## src/rtl/muldiv_unit_pkg.sv

```systemverilog
// Shared op codes, FSM encodings and decode helpers for the iterative
// multiply/divide unit.
package muldiv_unit_pkg;

  typedef enum logic [1:0] {
    MD_OP_MULT  = 2'd0,
    MD_OP_MULTU = 2'd1,
    MD_OP_DIV   = 2'd2,
    MD_OP_DIVU  = 2'd3
  } md_op_e;

  typedef enum logic [1:0] {
    MD_ST_IDLE = 2'd0,
    MD_ST_RUN  = 2'd1,
    MD_ST_FIX  = 2'd2
  } md_state_e;

  function automatic logic op_is_div(input md_op_e op);
    return (op == MD_OP_DIV) || (op == MD_OP_DIVU);
  endfunction

  function automatic logic op_is_signed(input md_op_e op);
    return (op == MD_OP_MULT) || (op == MD_OP_DIV);
  endfunction

endpackage

```

## src/rtl/muldiv_unit.sv

```systemverilog
// Iterative radix-2 multiply/divide with architectural HI/LO registers.
// One shared 2N-bit shift register; sign handling at launch and in FIX.
module muldiv_unit
  import muldiv_unit_pkg::*;
#(
  parameter int N = 32
) (
  input  logic         clk,
  input  logic         rst,
  input  logic         start,
  input  logic [1:0]   op_code,
  input  logic [N-1:0] x,
  input  logic [N-1:0] y,
  input  logic         hi_we,
  input  logic         lo_we,
  input  logic [N-1:0] wdata,
  output logic         busy,
  output logic         done,
  output logic         div_by_zero,
  output logic [N-1:0] hi,
  output logic [N-1:0] lo
);

  localparam int CW = (N > 1) ? $clog2(N) : 1;

  md_state_e      state, state_nxt;
  md_op_e         op_q;
  logic [N-1:0]   a_q, b_q;
  logic           sx_q, sy_q, dz_q, primed_q;
  logic [CW-1:0]  cnt_q;
  logic [2*N-1:0] acc_q;

  // launch-side operand conditioning
  md_op_e         op_in;
  logic           x_neg, y_neg;
  logic [N-1:0]   x_abs, y_abs;

  // per-step datapath
  logic           is_div;
  logic [N:0]     rsh;
  logic [N+1:0]   diff;
  logic [N:0]     psum;
  logic [2*N-1:0] acc_step;

  // sign correction
  logic           neg;
  logic [2*N-1:0] prod;
  logic [N-1:0]   quot, rem, quot_f, rem_f;
  logic [N-1:0]   hi_res, lo_res;

  assign busy = (state != MD_ST_IDLE);

  always_comb begin
    op_in = md_op_e'(op_code);
    x_neg = op_is_signed(op_in) & x[N-1];
    y_neg = op_is_signed(op_in) & y[N-1];
    x_abs = x_neg ? (~x + 1'b1) : x;
    y_abs = y_neg ? (~y + 1'b1) : y;
  end

  // Multiply consumes the multiplier from acc LSB and accumulates into the
  // upper half; divide shifts the dividend out of the lower half into the
  // partial remainder while quotient bits enter at the bottom.
  always_comb begin
    is_div = op_is_div(op_q);
    rsh    = {acc_q[2*N-1:N], acc_q[N-1]};
    diff   = {1'b0, rsh} - {2'b00, b_q};
    psum   = {1'b0, acc_q[2*N-1:N]} + {1'b0, (acc_q[0] ? a_q : {N{1'b0}})};
    if (is_div) begin
      if (diff[N+1]) acc_step = {rsh[N-1:0],  acc_q[N-2:0], 1'b0};
      else           acc_step = {diff[N-1:0], acc_q[N-2:0], 1'b1};
    end else begin
      acc_step = {psum, acc_q[N-1:1]};
    end
  end

  // A zero divisor leaves the quotient all ones and the remainder equal to
  // |x|; only the quotient must skip the sign fix so LO stays all ones.
  always_comb begin
    neg    = sx_q ^ sy_q;
    prod   = neg ? (~acc_q + 1'b1) : acc_q;
    quot   = acc_q[N-1:0];
    rem    = acc_q[2*N-1:N];
    quot_f = (neg && !dz_q) ? (~quot + 1'b1) : quot;
    rem_f  = sx_q ? (~rem + 1'b1) : rem;
    if (is_div) begin
      hi_res = rem_f;
      lo_res = quot_f;
    end else begin
      hi_res = prod[2*N-1:N];
      lo_res = prod[N-1:0];
    end
  end

  always_comb begin
    state_nxt = state;
    case (state)
      MD_ST_IDLE: if (start) state_nxt = MD_ST_RUN;
      MD_ST_RUN:  if (primed_q && cnt_q == '0) state_nxt = MD_ST_FIX;
      MD_ST_FIX:  state_nxt = MD_ST_IDLE;
      default:    state_nxt = MD_ST_IDLE;
    endcase
  end

  always_ff @(posedge clk) begin
    if (rst) begin
      state       <= MD_ST_IDLE;
      op_q        <= MD_OP_MULT;
      a_q         <= '0;
      b_q         <= '0;
      sx_q        <= 1'b0;
      sy_q        <= 1'b0;
      dz_q        <= 1'b0;
      primed_q    <= 1'b0;
      cnt_q       <= '0;
      acc_q       <= '0;
      done        <= 1'b0;
      div_by_zero <= 1'b0;
      hi          <= '0;
      lo          <= '0;
    end else begin
      state       <= state_nxt;
      done        <= 1'b0;
      div_by_zero <= 1'b0;
      case (state)
        MD_ST_IDLE: begin
          if (hi_we) hi <= wdata;
          if (lo_we) lo <= wdata;
          if (start) begin
            op_q     <= op_in;
            a_q      <= x_abs;
            b_q      <= y_abs;
            sx_q     <= x_neg;
            sy_q     <= y_neg;
            dz_q     <= (y == '0);
            cnt_q    <= CW'(N - 1);
            primed_q <= 1'b0;
          end
        end
        MD_ST_RUN: begin
          // First RUN cycle seeds the shift register from the latched
          // operands, keeping the abs negators off the acc input path.
          if (!primed_q) begin
            acc_q    <= {{N{1'b0}}, (is_div ? a_q : b_q)};
            primed_q <= 1'b1;
          end else begin
            acc_q <= acc_step;
            if (cnt_q != '0) cnt_q <= cnt_q - CW'(1);
          end
        end
        MD_ST_FIX: begin
          hi          <= hi_res;
          lo          <= lo_res;
          done        <= 1'b1;
          div_by_zero <= is_div & dz_q;
        end
        default: ;
      endcase
    end
  end

endmodule

```

## config.mk

```make
export PLATFORM = sky130hd
export DESIGN_NAME = muldiv_unit
export DESIGN_NICKNAME = d
export VERILOG_FILES = /design/src/rtl/muldiv_unit_pkg.sv /design/src/rtl/muldiv_unit.sv
export SDC_FILE = /design/constraint.sdc
export NUM_CORES = 1
export LEC_CHECK = 0
export CAP_MARGIN = 20
export CORE_MARGIN = 5
export CORE_UTILIZATION = 60
export CTS_CLUSTER_SIZE = 28
export DETAILED_ROUTE_END_ITERATION = 8
export PLACE_DENSITY = 0.84
export SETUP_SLACK_MARGIN = 0.4
export SLEW_MARGIN = 10
export SYNTH_ARGS = -nofsm -noshare
export SYNTH_HDL_FRONTEND = slang
export SYNTH_SLANG_ARGS = --single-unit
```

## constraint.sdc

```tcl
create_clock -name clk -period 11.13 [get_ports clk]
set_clock_uncertainty 0.2 [all_clocks]
set_input_delay 3.339 -clock clk [delete_from_list [all_inputs] [get_ports clk]]
set_output_delay 3.339 -clock clk [all_outputs]
set_load 0.02 [all_outputs]
```

==> results by group, run 1 <==
Worst setup path
  – WS Path Type: input port to flip-flop
  – Cells along the critical path: clkdlybuf4s50_1 -> inv_1 -> ha_1 -> or2b_1 -> or3b_1 -> or4_4 -> nor3_4 -> nand2_2 -> or3_4 -> o31ai_4 -> xor2_1 -> a211oi_1
  – CP max-delay cell: or4_4
  – WP data required: 11.35 ns
  – CP Capture Type: flip-flop
  – R2R depth: 12
  – CP max FO: 4
  – Max incr delay on CP: 0.48 ns
  – RR Endpoint: hi[28]
  – Worst Path Arrival: 6.41 ns
  – Reg2reg setup slack: 6.84 ns
  – Startpoint Class: input port
  – Worst r2r src: acc_q[0]

Synthesis
  – Synth Cell Area: 0.0151 sq mm
  – Post-Syn Nets: 2123
  – Post-synth top cells: 224 x nor2_1, 206 x dfxtp_1, 203 x a21oi_1
  – Synth Flop Type: dfxtp_1
  – Syn Inst Count: 1948
  – Share of flip-flops with an asynchronous set or reset: 0%
  – Share of the synthesized area in the top cell type: 27.3%
  – Largest cells by area after synthesis: dfxtp_1 27%, a21oi_1 6.7%, ha_1 5.8%
  – EDFF count, synth: 0
  – Yosys cell types: 80
  – Synthesis-stage register bit count: 206
  – Sequential share of the synthesized area: 27.3%
  – Mean Syn Cell Area: 7.76 sq um
  – Area leader, netlist: dfxtp_1
  – Ys Warns: 0
  – Most frequent cell after synthesis: nor2_1

Drt
  – Avg WL per Cell: 22.8 um
  – Pre-Repair DR Iteration Count: 6
  – Via-to-Cell Ratio: 6.64
  – Iter 0 DRT Violations: 2089
  – Final wirelength: 54400 um
  – DRC viols: 0
  – Remaining antenna violation count: 0
  – Vias post-DR: 15800

STA
  – Max Slew Vio Count: 0
  – Fmax: 0.162 GHz
  – Final setup violating endpoints: 0
  – Crit share post-route: 55.6%
  – Final min period: 6.19 ns
  – Final Hold Viols: 0
  – Setup_tns: 0 ns
  – Hold_ws: 0.255 ns
  – Slew @ Worst Pin: 0.986 ns
  – RSZ-0062 raised after global routing: false
  – Headroom to the max-slew limit: 34.3%

Layout
  – Fill cells: 2065
  – Layout cell share with drive strength beyond 1: 5.93%
  – Area grow syn2layout: 17.3%
  – Nets: 2216

Die
  – Io pins: 170
  – # rows: 58
  – Core ar.: 0.0250 sq mm
  – Die Wd: 169 um
  – Die H: 169 um
  – Die area: 0.0285 sq mm
  – Starting Density: 60.6%

Placed design
  – Buffers on Ports: 169
  – Final RePlAce weighted congestion: 1.02
  – DPL Wire Length: 41800 um

Global routing
  – Total GRT Usage: 36.5%
  – Vias in the first global route: 14400
  – Initial antenna violation count: 4
  – Pin count of the biggest net entering global routing: 127
  – Remaining Overflow, GRT: 0
  – First-pass GRT wire length: 82900 um

Clock network
  – Clk slew on worst S/H paths: 0.06 ns
  – Clock buffer depth: 3
  – CTS sink cnt: 206
  – Root buf cell: clkbuf_16
  – PostCTS Resize Cnt: 0
  – Post-CTS setup buffers: 0
  – H-tree depth: 1
  – Clk Latency, worst-skew pair: 0.53 ns
  – CTS Buf Count: 24
  – CTS tree: done
  – Post-CTS Hold Fix Bufs: 0

Power and ir drop
  – Total power: 2.17 mW
  – Max IR drop VDD: 0.113 mV
  – Power density over cell area: 122 mW/mm^2
  – Leakage: 6.74 nW

Hold path
  – Hold_sp: hi[15]
  – Min-Delay Path Depth: 2
  – Hold WC Path Type: flip-flop to flip-flop
  – Hold endpoint: hi[15]

Outcome
  – Status: completed

Flow run
  – Max_cap viols: 0
==> layout by cell type, fill, tap and decap left out, types with 34 or more instances in the layout <==
master | netlist | routed
dfxtp_1 | 206 | 205
clkdlybuf4s50_1 | 0 | 168
a211oi_1 | 93 | 93
o21ai_0 | 94 | 94
xor2_1 | 88 | 88
inv_1 | 64 | 64
and2_1 | 40 | 39
ha_1 | 70 | 70
nor2_1 | 224 | 223
xnor2_1 | 71 | 71
nand3_1 | 34 | 34
a21oi_1 | 203 | 203
nand2_1 | 194 | 194
nor3_1 | 39 | 39
==> area by class of cell <==
| class | count | area [sq um] | share of cell area, % |
|---|---|---|---|
| clock inverters | 5 | 27.5 | 0.155 |
| inverters | 64 | 240 | 1.35 |
| diodes | 1 | 2.50 | 0.0141 |
| well taps | 330 | 413 | 2.33 |
| clock buffers | 36 | 747 | 4.21 |
| repair buffers | 188 | 1860 | 10.5 |
| multi-input cells | 1557 | 10300 | 58.2 |
| flip-flops and latches | 206 | 4130 | 23.3 |
==> worst max path at each step <==
| stage | startpoint | endpoint | slack (ns) | depth (start not counted) |
|---|---|---|---|---|
| 5_1_grt | y[0] | b_q[29] | 4.78 | 8 |
| 3_5_place_dp | y[0] | b_q[30] | 4.43 | 12 |
| 4_1_cts | y[0] | b_q[30] | 4.97 | 12 |
| 3_3_place_gp | y[0] | b_q[30] | 4.52 | 12 |
| 6_report | y[0] | b_q[30] | 4.94 | 12 |
| 2_1_floorplan | y[0] | b_q[30] | 5.17 | 11 |
==> flip-flops by register name, indices dropped and copies added, names as in the netlist <==
name,flops
sx_q,1
op_q,1
acc_q,64
cnt_q,5
state,2
hi,32
div_by_zero,1
dz_q,1
a_q,32
done,1
b_q,32
sy_q,1
lo,32
primed_q,1
==> report_power, final <==
group | switching (mW) | internal (mW)
sequential | 0.0719 | 0.784
combinational | 0.308 | 0.220
clock | 0.323 | 0.459
==> per-layer routing <==
layer,wire length [um],track usage (%),share of wire (%)
met5,15,0,0.028
met4,3350,17.7,6.2
met3,5790,7.29,11
met2,23600,55.9,43
met1,21600,49.5,40
==> critical path: cells and delay by family <==
| family | cells | cell delay (ns) |
|---|---|---|
| and+or+nand+nor | 6 | 1.87 |
| xor gates and xnor gates | 1 | 0.09 |
| buffers and inverters | 2 | 0.53 |
| AOI/OAI and AO/OA | 2 | 0.42 |
| adders and majority gates | 1 | 0.15 |
==> cells by family after synthesis <==
logic type                 synth area share (%)
buffers and inverters                      4.64
AOI/OAI and AO/OA                          26.7
and+or+nand+nor                            20.7
DFF                                        27.3
adders and majority gates                  6.06
muxes                                      5.41
xor gates and xnor gates                   9.21
==> metrics by stage <==
step | instances | utilization, % | instance area, sq um | setup WS [ns]
floorplan | 1948 | - | 15100 | 5.17
CTS | 2384 | 70.9 | 17700 | 4.97
finish | 2387 | 71.0 | 17700 | 4.94
detailed placement | 2343 | 67.8 | 16900 | 4.43
global placement | 2342 | 67.7 | 16900 | 4.52
global route | 2386 | 71.0 | 17700 | 4.78
No activity file was read; power rests on OpenSTA's default activity.
==> run 2: changes to the inputs <==
--- a/config.mk
+++ b/config.mk
@@ -7,10 +7,10 @@
 export LEC_CHECK = 0
 export CAP_MARGIN = 20
 export CORE_MARGIN = 5
-export CORE_UTILIZATION = 60
+export CORE_UTILIZATION = 58
 export CTS_CLUSTER_SIZE = 28
 export DETAILED_ROUTE_END_ITERATION = 8
-export PLACE_DENSITY = 0.84
+export PLACE_DENSITY = 0.82
 export SETUP_SLACK_MARGIN = 0.4
 export SLEW_MARGIN = 10
 export SYNTH_ARGS = -nofsm -noshare
==> constraint.sdc (replaced) <==
create_clock -name clk -period 6.1 [get_ports clk]
set_clock_uncertainty 0.2 [all_clocks]
set_input_delay 1.83 -clock clk [delete_from_list [all_inputs] [get_ports clk]]
set_output_delay 1.83 -clock clk [all_outputs]
set_load 0.02 [all_outputs]
==> results by group, run 2 (same netlist as run 1, synthesis figures left out) <==
Power and ir drop
  – Power density over cell area: 233 mW/mm^2
  – Max IR drop VDD: 0.283 mV
  – Leakage: 6.78 nW

Clock network
  – H-tree depth: 1
  – CTS sink cnt: 206
  – Clk Latency, worst-skew pair: 0.54 ns
  – Root buf cell: clkbuf_16
  – Clock buffer depth: 3
  – Post-CTS setup buffers: 0
  – CTS Buf Count: 24
  – CTS tree: done
  – PostCTS Resize Cnt: 0
  – Post-CTS Hold Fix Bufs: 0
  – Clk slew on worst S/H paths: 0.06 ns

Worst setup path
  – WS Path Type: input port to flip-flop
  – WP data required: 6.28 ns
  – Worst Path Arrival: 4.87 ns
  – Startpoint Class: input port
  – CP Capture Type: flip-flop
  – CP max FO: 4
  – R2R depth: 12

Global routing
  – First-pass GRT wire length: 82800 um
  – Initial antenna violation count: 1
  – Met1 Track Usage GR: 48.1%
  – Grt met3 use: 7.42%
  – Pin count of the biggest net entering global routing: 74
  – Remaining Overflow, GRT: 0
  – Met2 global-route usage: 55.6%
  – Total GRT Usage: 35.7%
  – GR peak layer: met2
  – Vias in the first global route: 14600

Drt
  – Via-to-Cell Ratio: 6.58
  – Avg WL per Cell: 22.7 um
  – Final wirelength: 54400 um
  – Iter 0 DRT Violations: 1863
  – Pre-Repair DR Iteration Count: 6
  – Remaining antenna violation count: 0
  – DRC viols: 0
  – Vias post-DR: 15800

Layout
  – Util after Layout: 69.1%
  – Nets: 2216
  – Most common cell after layout, fill and taps aside: nor2_1
  – Fill cells: 2185
  – Final Cell Area: 0.0178 sq mm
  – Layout cell share with drive strength beyond 1: 6.22%
  – Commonest cells after routing, fill and taps aside: 223 x nor2_1, 205 x dfxtp_1, 203 x a21oi_1
  – Largest register FFs: 64
  – Area grow syn2layout: 18.1%
  – Biggest register: acc_q
  – Multi-input gate area: 0.0103 sq mm
  – FF/Latch Area: 0.00413 sq mm

Die
  – Io pins: 170
  – Core ar.: 0.0258 sq mm
  – Starting Density: 58.5%
  – # rows: 59
  – Die Wd: 171 um
  – Die H: 171 um
  – Die area: 0.0294 sq mm

STA
  – Final setup violating endpoints: 0
  – Max Slew Vio Count: 0
  – Final min period: 4.69 ns
  – Worst setup margin: 1.41 ns
  – Fmax: 0.213 GHz
  – Crit share post-route: 76.9%
  – Slew @ Worst Pin: 0.992 ns
  – Setup_tns: 0 ns
  – Hold_ws: 0.263 ns
  – Headroom to the max-slew limit: 33.7%
  – Final Hold Viols: 0
  – RSZ-0062 raised after global routing: false

Hold path
  – Hold WC Path Type: flip-flop to flip-flop
  – Min-Delay Path Depth: 2

Placed design
  – DPL Wire Length: 42200 um
  – Place WS: 0.892 ns
  – Final RePlAce weighted congestion: 0.995
  – DP Area: 0.0169 sq mm
  – Buffers on Ports: 169

Flow run
  – Max_cap viols: 0

Outcome
  – Status: completed
## run 2: metal layers
| metal | part of all wire, % | vias up |
|---|---|---|
| li1 | - | 7318 |
| met1 | 40 | 7464 |
| met2 | 44 | 844 |
| met3 | 11 | 154 |
| met4 | 5.4 | 0 |
| met5 | 0 | - |
## run 2: cell type report
cell class	count	share of cell area, %
antenna	3	0.0421
sequential	206	23.1
multi-input combinational	1557	57.8
tap	335	2.35
clock inverter	17	1.51
inverter	64	1.35
clock buffer	27	3.54
timing repair buffer	188	10.3
## run 2: worst max-delay path: stages
cell	delay (ns)
clkdlybuf4s50_1	0.45
inv_1	0.08
ha_1	0.16
or2b_1	0.27
or3b_1	0.46
or4_4	0.48
nor3_4	0.19
nand2_2	0.12
or3_4	0.38
o31ai_4	0.19
xor2_1	0.18
a211oi_1	0.09
## run 2: where the power goes
part	internal (mW)	switching, mW	leakage (nW)
registers	1.43	0.132	1.69
logic	0.399	0.559	4.66
clock network	1.01	0.637	0.432
## run 2: path summary, 6_finish.rpt
check	start	end	slack, ns
max	y[0]	b_q[30]	1.41
min	hi[20]	hi[20]	0.26
max reg2reg	acc_q[0]	hi[24]	1.57
min reg2reg	hi[20]	hi[20]	0.26
## run 2: per-stage QoR
stage,power [mW],instances
2_1_floorplan,2.14,1948
3_3_place_gp,2.49,2350
3_5_place_dp,2.52,2350
4_1_cts,4.13,2394
5_1_grt,4.30,2395
6_report,4.17,2397
==> run 3: changes to the inputs <==
==> constraint.sdc (replaced) <==
create_clock -name clk -period 4.9 [get_ports clk]
set_clock_uncertainty 0.2 [all_clocks]
set_input_delay 1.47 -clock clk [delete_from_list [all_inputs] [get_ports clk]]
set_output_delay 1.47 -clock clk [all_outputs]
set_load 0.02 [all_outputs]
==> results by group, run 3 (same netlist as run 1, synthesis figures left out) <==
Worst setup path
  – Reg2reg setup slack: 0.65 ns
  – CP Capture Type: flip-flop
  – Worst r2r src: acc_q[0]
  – CP max FO: 4
  – Worst Path Arrival: 4.53 ns
  – WS Path Type: input port to flip-flop
  – R2R depth: 11
  – RR Endpoint: hi[28]
  – WP data required: 5.13 ns
  – Startpoint Class: input port

STA
  – Final min period: 4.31 ns
  – Slew @ Worst Pin: 0.890 ns
  – RSZ-0062 raised after global routing: false
  – Fmax: 0.232 GHz
  – Final Hold Viols: 0
  – Worst setup margin: 0.591 ns
  – Setup_tns: 0 ns
  – Crit share post-route: 87.9%
  – Hold_ws: 0.264 ns
  – Headroom to the max-slew limit: 40.5%
  – Final setup violating endpoints: 0
  – Max Slew Vio Count: 0

Clock network
  – CTS tree: done
  – PostCTS Resize Cnt: 0
  – Post-CTS setup buffers: 0
  – Post-CTS Hold Fix Bufs: 0
  – CTS sink cnt: 206
  – Clk slew on worst S/H paths: 0.06 ns
  – H-tree depth: 1
  – Root buf cell: clkbuf_16
  – Clock buffer depth: 3
  – Clk Latency, worst-skew pair: 0.54 ns
  – CTS Buf Count: 23

Die
  – Io pins: 170
  – # rows: 59
  – Die Wd: 171 um
  – Die area: 0.0294 sq mm
  – Starting Density: 58.5%
  – Core ar.: 0.0258 sq mm
  – Die H: 171 um

Drt
  – Avg WL per Cell: 22.1 um
  – Via-to-Cell Ratio: 6.52
  – Vias post-DR: 15700
  – Iter 0 DRT Violations: 2064
  – Final wirelength: 53200 um
  – Remaining antenna violation count: 0
  – DRC viols: 0
  – Pre-Repair DR Iteration Count: 6

Global routing
  – Vias in the first global route: 14500
  – Pin count of the biggest net entering global routing: 167
  – First-pass GRT wire length: 80900 um
  – Initial antenna violation count: 3
  – Remaining Overflow, GRT: 0
  – Total GRT Usage: 34.7%

Layout
  – FF/Latch Area: 0.00413 sq mm
  – Util after Layout: 69.2%
  – Fill cells: 2189
  – Post-Layout Cell Count: 2411
  – Nets: 2235
  – Most common cell after layout, fill and taps aside: nor2_1
  – Largest register FFs: 64
  – Layout cell share with drive strength beyond 1: 6.84%
  – Final Cell Area: 0.0179 sq mm
  – Biggest register: acc_q
  – Area grow syn2layout: 18.2%
  – Commonest cells after routing, fill and taps aside: 223 x nor2_1, 205 x dfxtp_1, 203 x a21oi_1
  – Multi-input gate area: 0.0103 sq mm

Placed design
  – DPL Wire Length: 41500 um
  – Placed insts: 2370
  – DP Area: 0.0171 sq mm
  – Final RePlAce weighted congestion: 1.02
  – Place WS: 0.0803 ns
  – Buffers on Ports: 169

Outcome
  – Status: completed

Hold path
  – Hold WC Path Type: flip-flop to flip-flop
  – Hold_sp: hi[14]
  – Min-Delay Path Depth: 2
  – Hold endpoint: hi[14]

Power and ir drop
  – Max IR drop VDD: 0.286 mV
  – Power density over cell area: 272 mW/mm^2
  – Leakage: 6.84 nW
  – Total power: 4.86 mW

Flow run
  – Max_cap viols: 0
run 3: cell types whose count changed in the layout (fill, tap and decap cells not counted), moves of 3 or more:
cell,previous run,this run
buf_12,0,3
bufinv_16,6,1
buf_4,20,37
clkbuf_8,2,5
run 3: layout make-up:
cell class              instances  area share [%]
multi-input cells            1557            57.7
flip-flops and latches        206            23.1
repair buffers                208            11.3
clock buffers                  30            3.65
well taps                     335            2.35
inverters                      64            1.34
clock inverters                10           0.546
diodes                          1          0.0140
run 3: routing by layer:
metal	up-vias	GRT usage, %	wire length (um)
met1	7426	47.1	21900
li1	7348	-	-
met4	4	14.6	2730
met3	135	6.21	5060
met2	810	54.6	23500
met5	-	0	22
run 3: how the worst max path moves through the flow:
stage	startpoint	to	slack, ns
finish	y[0]	b_q[30]	0.59
global route	acc_q[0]	hi[28]	0.44
CTS	y[0]	b_q[30]	0.61
detailed placement	y[0]	b_q[30]	0.08
global placement	y[0]	b_q[30]	0.15
floorplan	y[0]	b_q[30]	0.81
run 3: worst max-delay path, cell delays in order:
cell             delay, ns
clkdlybuf4s50_1       0.44
inv_1                 0.07
ha_1                  0.16
or2b_1                0.27
or3b_1                0.46
or4_4                 0.48
nor3_4                0.20
nand2_2               0.11
or3_4                 0.37
o31ai_4               0.18
xor2_1                0.09
a211oi_1              0.22
run 3: where the power goes:
part           leakage [nW]  internal (mW)  switching, mW
Combinational          4.78          0.502          0.692
Clock                 0.366          0.994          0.736
Sequential             1.69           1.78          0.155
==> patch 1, RTL diff (settings of run 2) <==
The 3 states of `md_state_e` get a one-hot encoding in 3 bits.
--- a/src/rtl/muldiv_unit_pkg.sv
+++ b/src/rtl/muldiv_unit_pkg.sv
@@ -9,10 +9,10 @@
     MD_OP_DIVU  = 2'd3
   } md_op_e;
 
-  typedef enum logic [1:0] {
-    MD_ST_IDLE = 2'd0,
-    MD_ST_RUN  = 2'd1,
-    MD_ST_FIX  = 2'd2
+  typedef enum logic [2:0] {
+    MD_ST_IDLE = 3'b001,
+    MD_ST_RUN  = 3'b010,
+    MD_ST_FIX  = 3'b100
   } md_state_e;
 
   function automatic logic op_is_div(input md_op_e op);
Function: no difference found for any inputs over 4 cycles, from zero or initial values and one cycle with rst high; so few cycles prove little.
==> patch 1 against run 2 <==
Highest routed layer is now met5. Cell area grew 0.46%. Critical path type unchanged. Clock power shrank 5%. Critical path depth shrank 3. Wire length shrank 3.9%. Maximum frequency grew 4.4%. Worst setup slack gained 0.20 ns. Synthesized cell count shrank 2.4%. Sequential cell count grew 1. Via count shrank 3.9%. Power shrank 6.5%. Synthesized area grew 1.3%. Combinational power shrank 18%.
==> patch 1: results (changes against run 2) <==
- Status: finished, final reports clean
- Dpl hpwl: 40.5 mm (-3.9%)
- Cell area after placement: 17,100 sq um (+0.70%)
- Sequential share of power: 0.396 (+0.021)
- Vias in the first global route: 14,197 (-2.8%)
- Synth area leaders: dfxtp_1, ha_1, a21oi_1
- WHS: 0.318 ns (+0.0550 ns)
- Post-Synth Adder-Cell Area: 0.0598 (-0.000768)
- Routed met2 length: 22.4 mm (-6.0%)
- DR vias/cell: 6.46 (-1.9%)
- Mux cell area share after synthesis: 0.0908 (+0.0367)
- Met2 usage: 0.515 (-0.0412)
- Compound-Gate Fraction of Synth Area: 0.242 (-0.0253)
- Drt first pass iters: 5 (-1)
- CP Capture Point: b_q[25]
- Leakage: 7.05 nW (+3.9%)
- Xor/xnor share of the synthesized area: 0.0967 (+0.00455)
- Max VDD drop: 0.260 mV (-8.0%)
- Routability Congestion: 1.13 (+13%)
- Worst Reg-to-Reg Cells: 14 (+2)
- Top post-synthesis cells by count: dfxtp_1, nor2_1, nand2_1
- Reg2reg end: acc_q[61]
- Initial antenna violation count: 2 (+1)
- Grt met1 use: 0.459 (-0.0217)
- Worst slack, placed: 1.11 ns (+0.216 ns)
- Fill cells: 2,176 (-0.41%)
- Worst min-delay path endpoint: a_q[5]
- Clk power: 0.00157 W (-5%)
- GR met3 Demand/Resource: 0.0654 (-0.00885)
- Wl on met1: 21.2 mm (-3.1%)
- Register area share after synthesis: 0.271 (-0.00215)
- Distinct cells, synth: 88 (+10%)
- Share of cells above drive strength 1: 0.0656 (+0.00344)
- Rel. slew slack: 0.293 (-0.0436)
- Final nets: 2,170 (-2.1%)
- First-pass GRT wire length: 79.8 mm (-3.6%)
- H-tree Lvls: 1 (unchanged)
- Mapped Nets: 2,077 (-2.2%)
- Total Routing Usage GR: 0.341 (-0.0162)
- Max stage delay on crit path: 0.64 ns (+0.16 ns)
- R2R setup slack: 1.75 ns (+0.18 ns)
- CP max stage cell: nor4_1
- Wire length per cell: 22.3 um (-1.9%)
- Wire length on met3: 5.27 mm (-8.0%)
- 1st-iter DRT viols: 1,459 (-22%)
- Int Pwr: 0.00276 W (-2.8%)
- Crit path DAT: 4.73 ns (-0.14 ns)
- HP Start: a_q[5]
- Crit path max fanout: 6 (+2)
- Post_cts resized: 0 (unchanged)
[patch 1: changes by cell type in the layout (fill, tap and decap cells not counted), sizes merged, moves of 14 or more]
cell,delta
a21oi,-39
nor2,-20
a211oi,+16
nand2,-14
mux2i,+53
xnor2,+19
nand3,-17
[patch 1: stage by stage]
stage | std cells | utilization | total power, W
after floorplan | 1902 | - | 0.00202
after global placement | 2303 | 0.654 | 0.00232
after detailed placement | 2303 | 0.654 | 0.00233
after CTS | 2346 | 0.688 | 0.00389
after global routing | 2347 | 0.688 | 0.00402
final | 2348 | 0.688 | 0.00389
[patch 1: final cells by class]
cell class              count  area, sq um  share of cell area
clock inverters             9          156             0.00872
clock buffers              34          708              0.0395
diodes                      1         2.50            0.000140
inverters                  63          236              0.0132
flip-flops and latches    207         4150               0.231
well taps                 335          419              0.0234
repair buffers            184         1800               0.101
multi-input cells        1515        10500               0.583
==> patch 2, RTL diff (settings of run 2) <==
Made on the original files. `N`: 32 -> 16.
--- a/src/rtl/muldiv_unit.sv
+++ b/src/rtl/muldiv_unit.sv
@@ -3,7 +3,7 @@
 module muldiv_unit
   import muldiv_unit_pkg::*;
 #(
-  parameter int N = 32
+  parameter int N = 16
 ) (
   input  logic         clk,
   input  logic         rst,
Interface: changed (5 resized); port bits go from 170 to 90. The function was not compared with the original's and may differ.
==> patch 2 against run 2 <==
Register-to-register slack improved by 1.0 ns. Synthesized area decreased by 49%. Cell area decreased by 50%. Wire length decreased by 60%. Sequential cell count decreased by 97. Power decreased by 55%. Worst setup slack improved by 0.47 ns. Critical path type unchanged.
==> patch 2: results (changes against run 2) <==
- R2R setup slack: 2.58 ns (+1.01 ns)
- H-tree Lvls: 3 (+2)
- Status: finished, final reports clean
- Crit path DAT: 4.29 ns (-0.58 ns)
- Distinct cells, synth: 68 (-15%)
- Met2 usage: 0.428 (-0.128)
- Routed met2 length: 9.81 mm (-59%)
- Register area share after synthesis: 0.285 (+0.0120)
- Crit path max fanout: 6 (+2)
- Share of cells above drive strength 1: 0.0524 (-0.00974)
- Post_cts resized: 0 (unchanged)
- DR vias/cell: 6.11 (-7.1%)
- Post-placement cell count: 1,190 (-49%)
- Vias in the first global route: 6,792 (-53%)
- Ys Warns: 0 (unchanged)
- Most flops, register: acc_q
- Cts hold-fix bufs: 0 (unchanged)
- Compound-Gate Fraction of Synth Area: 0.244 (-0.0233)
- Clock tree buffer depth: 2 (-1)
- Initial antenna violation count: 0 (-1)
- TritonCTS Buffers: 9 (-63%)
- Synth area leaders: dfxtp_1, a21oi_1, ha_1
- Mapped Nets: 1,072 (-50%)
- First-pass GRT wire length: 34.7 mm (-58%)
- DR top layer: met4
- Max VDD drop: 0.185 mV (-35%)
- 1st-iter DRT viols: 831 (-55%)
- Via count: 7,373 (-53%)
- Wl on met1: 9.38 mm (-57%)
- Top post-synthesis cells by count: nor2_1, dfxtp_1, nand2_1
- Worst Reg-to-Reg Cells: 8 (-4)
- ANT cells: 0 (-3)
- Fmax: 237 MHz (+11%)
- Xor/xnor share of the synthesized area: 0.0880 (-0.00411)
- Root Driver: clkbuf_16
- CP Capture Point: b_q[13]
- Routed WL: 21.6 mm (-60%)
- Clock latency on the worst-skew pair: 0.36 ns (-0.18 ns)
- Wire length on met3: 1.68 mm (-71%)
- Hold crit path type: flip-flop to flip-flop
- Syn_area_per_cell: 7.84 sq um (+1.1%)
- Drt first pass iters: 5 (-1)
- Leakage: 3.26 nW (-52%)
- Port bufs: 89 (-47%)
- Reg2reg end: acc_q[16]
- Dpl hpwl: 16.5 mm (-61%)
- Grt met1 use: 0.368 (-0.113)
- Largest net degree at the start of global routing: 60 (-19%)
- Ys async rst share: 0 (unchanged)
- Synth Flop Type: dfxtp_1
- Total Routing Usage GR: 0.270 (-0.0870)
- Setup crit start: y[0]
- GR met3 Demand/Resource: 0.0537 (-0.0205)
- Reg2reg start: acc_q[16]
- Slew @ Worst Pin: 0.988 ns (-0.00445 ns)
- Post-Synth Adder-Cell Area: 0.0673 (+0.00669)
- Routability Congestion: 0.953 (-4.3%)
- Mux cell area share after synthesis: 0.0638 (+0.00971)
- Worst slack, placed: 1.64 ns (+0.752 ns)
- Max reg flops: 32 (-50%)
## patch 2: cell types whose count changed in the layout (fill, tap and decap cells not counted), sizes merged, moves of 28 or more
cell,run 2,this run
nor2,224,110
xnor2,71,43
o21ai,100,51
ha,70,38
a211oi,93,40
a21oi,204,105
nand2,196,108
clkdlybuf4s50,168,88
dfxtp,206,109
xor2,88,34
## patch 2: area by class of cell
cell class                 instances  area [sq um]
tap                              176           220
clock buffer                      11           233
inverter                          37           139
timing repair buffer              95           931
sequential                       109          2180
multi-input combinational        773          5120
clock inverter                     5          66.3
fill                            1117          4200
## patch 2: how the worst min path moves through the flow
stage | from | end | slack, ns | cells after the start
after floorplan | a_q[13] | a_q[13] | 0.24 | 2
after global placement | hi[6] | hi[6] | 0.24 | 2
after detailed placement | hi[2] | hi[2] | 0.25 | 2
after CTS | hi[2] | hi[2] | 0.26 | 2
after global routing | hi[2] | hi[2] | 0.28 | 2
final | hi[2] | hi[2] | 0.26 | 2
## patch 2: metrics by stage
stage / power, W / hold WS, ns / area, sq um
finish: 0.00186 / 0.256 / 8890
global route: 0.00195 / 0.281 / 8890
CTS: 0.00186 / 0.259 / 8890
detailed placement: 0.00126 / 0.250 / 8590
global placement: 0.00126 / 0.242 / 8590
floorplan: 0.00111 / 0.237 / 7660
## patch 2: where the power goes
group | total, W | internal, W | leakage, nW | switching (W)
Clock | 0.000609 | 0.000326 | 0.148 | 0.000283
Sequential | 0.000804 | 0.000753 | 0.893 | 0.0000504
Combinational | 0.000451 | 0.000204 | 2.22 | 0.000247
## patch 2: worst max-delay path: stages
cell and delay (ns):
clkdlybuf4s50_1 0.48, or4_1 0.57, nor4_1 0.73, nor3b_1 0.29, o21ai_0 0.11, a311oi_1 0.27
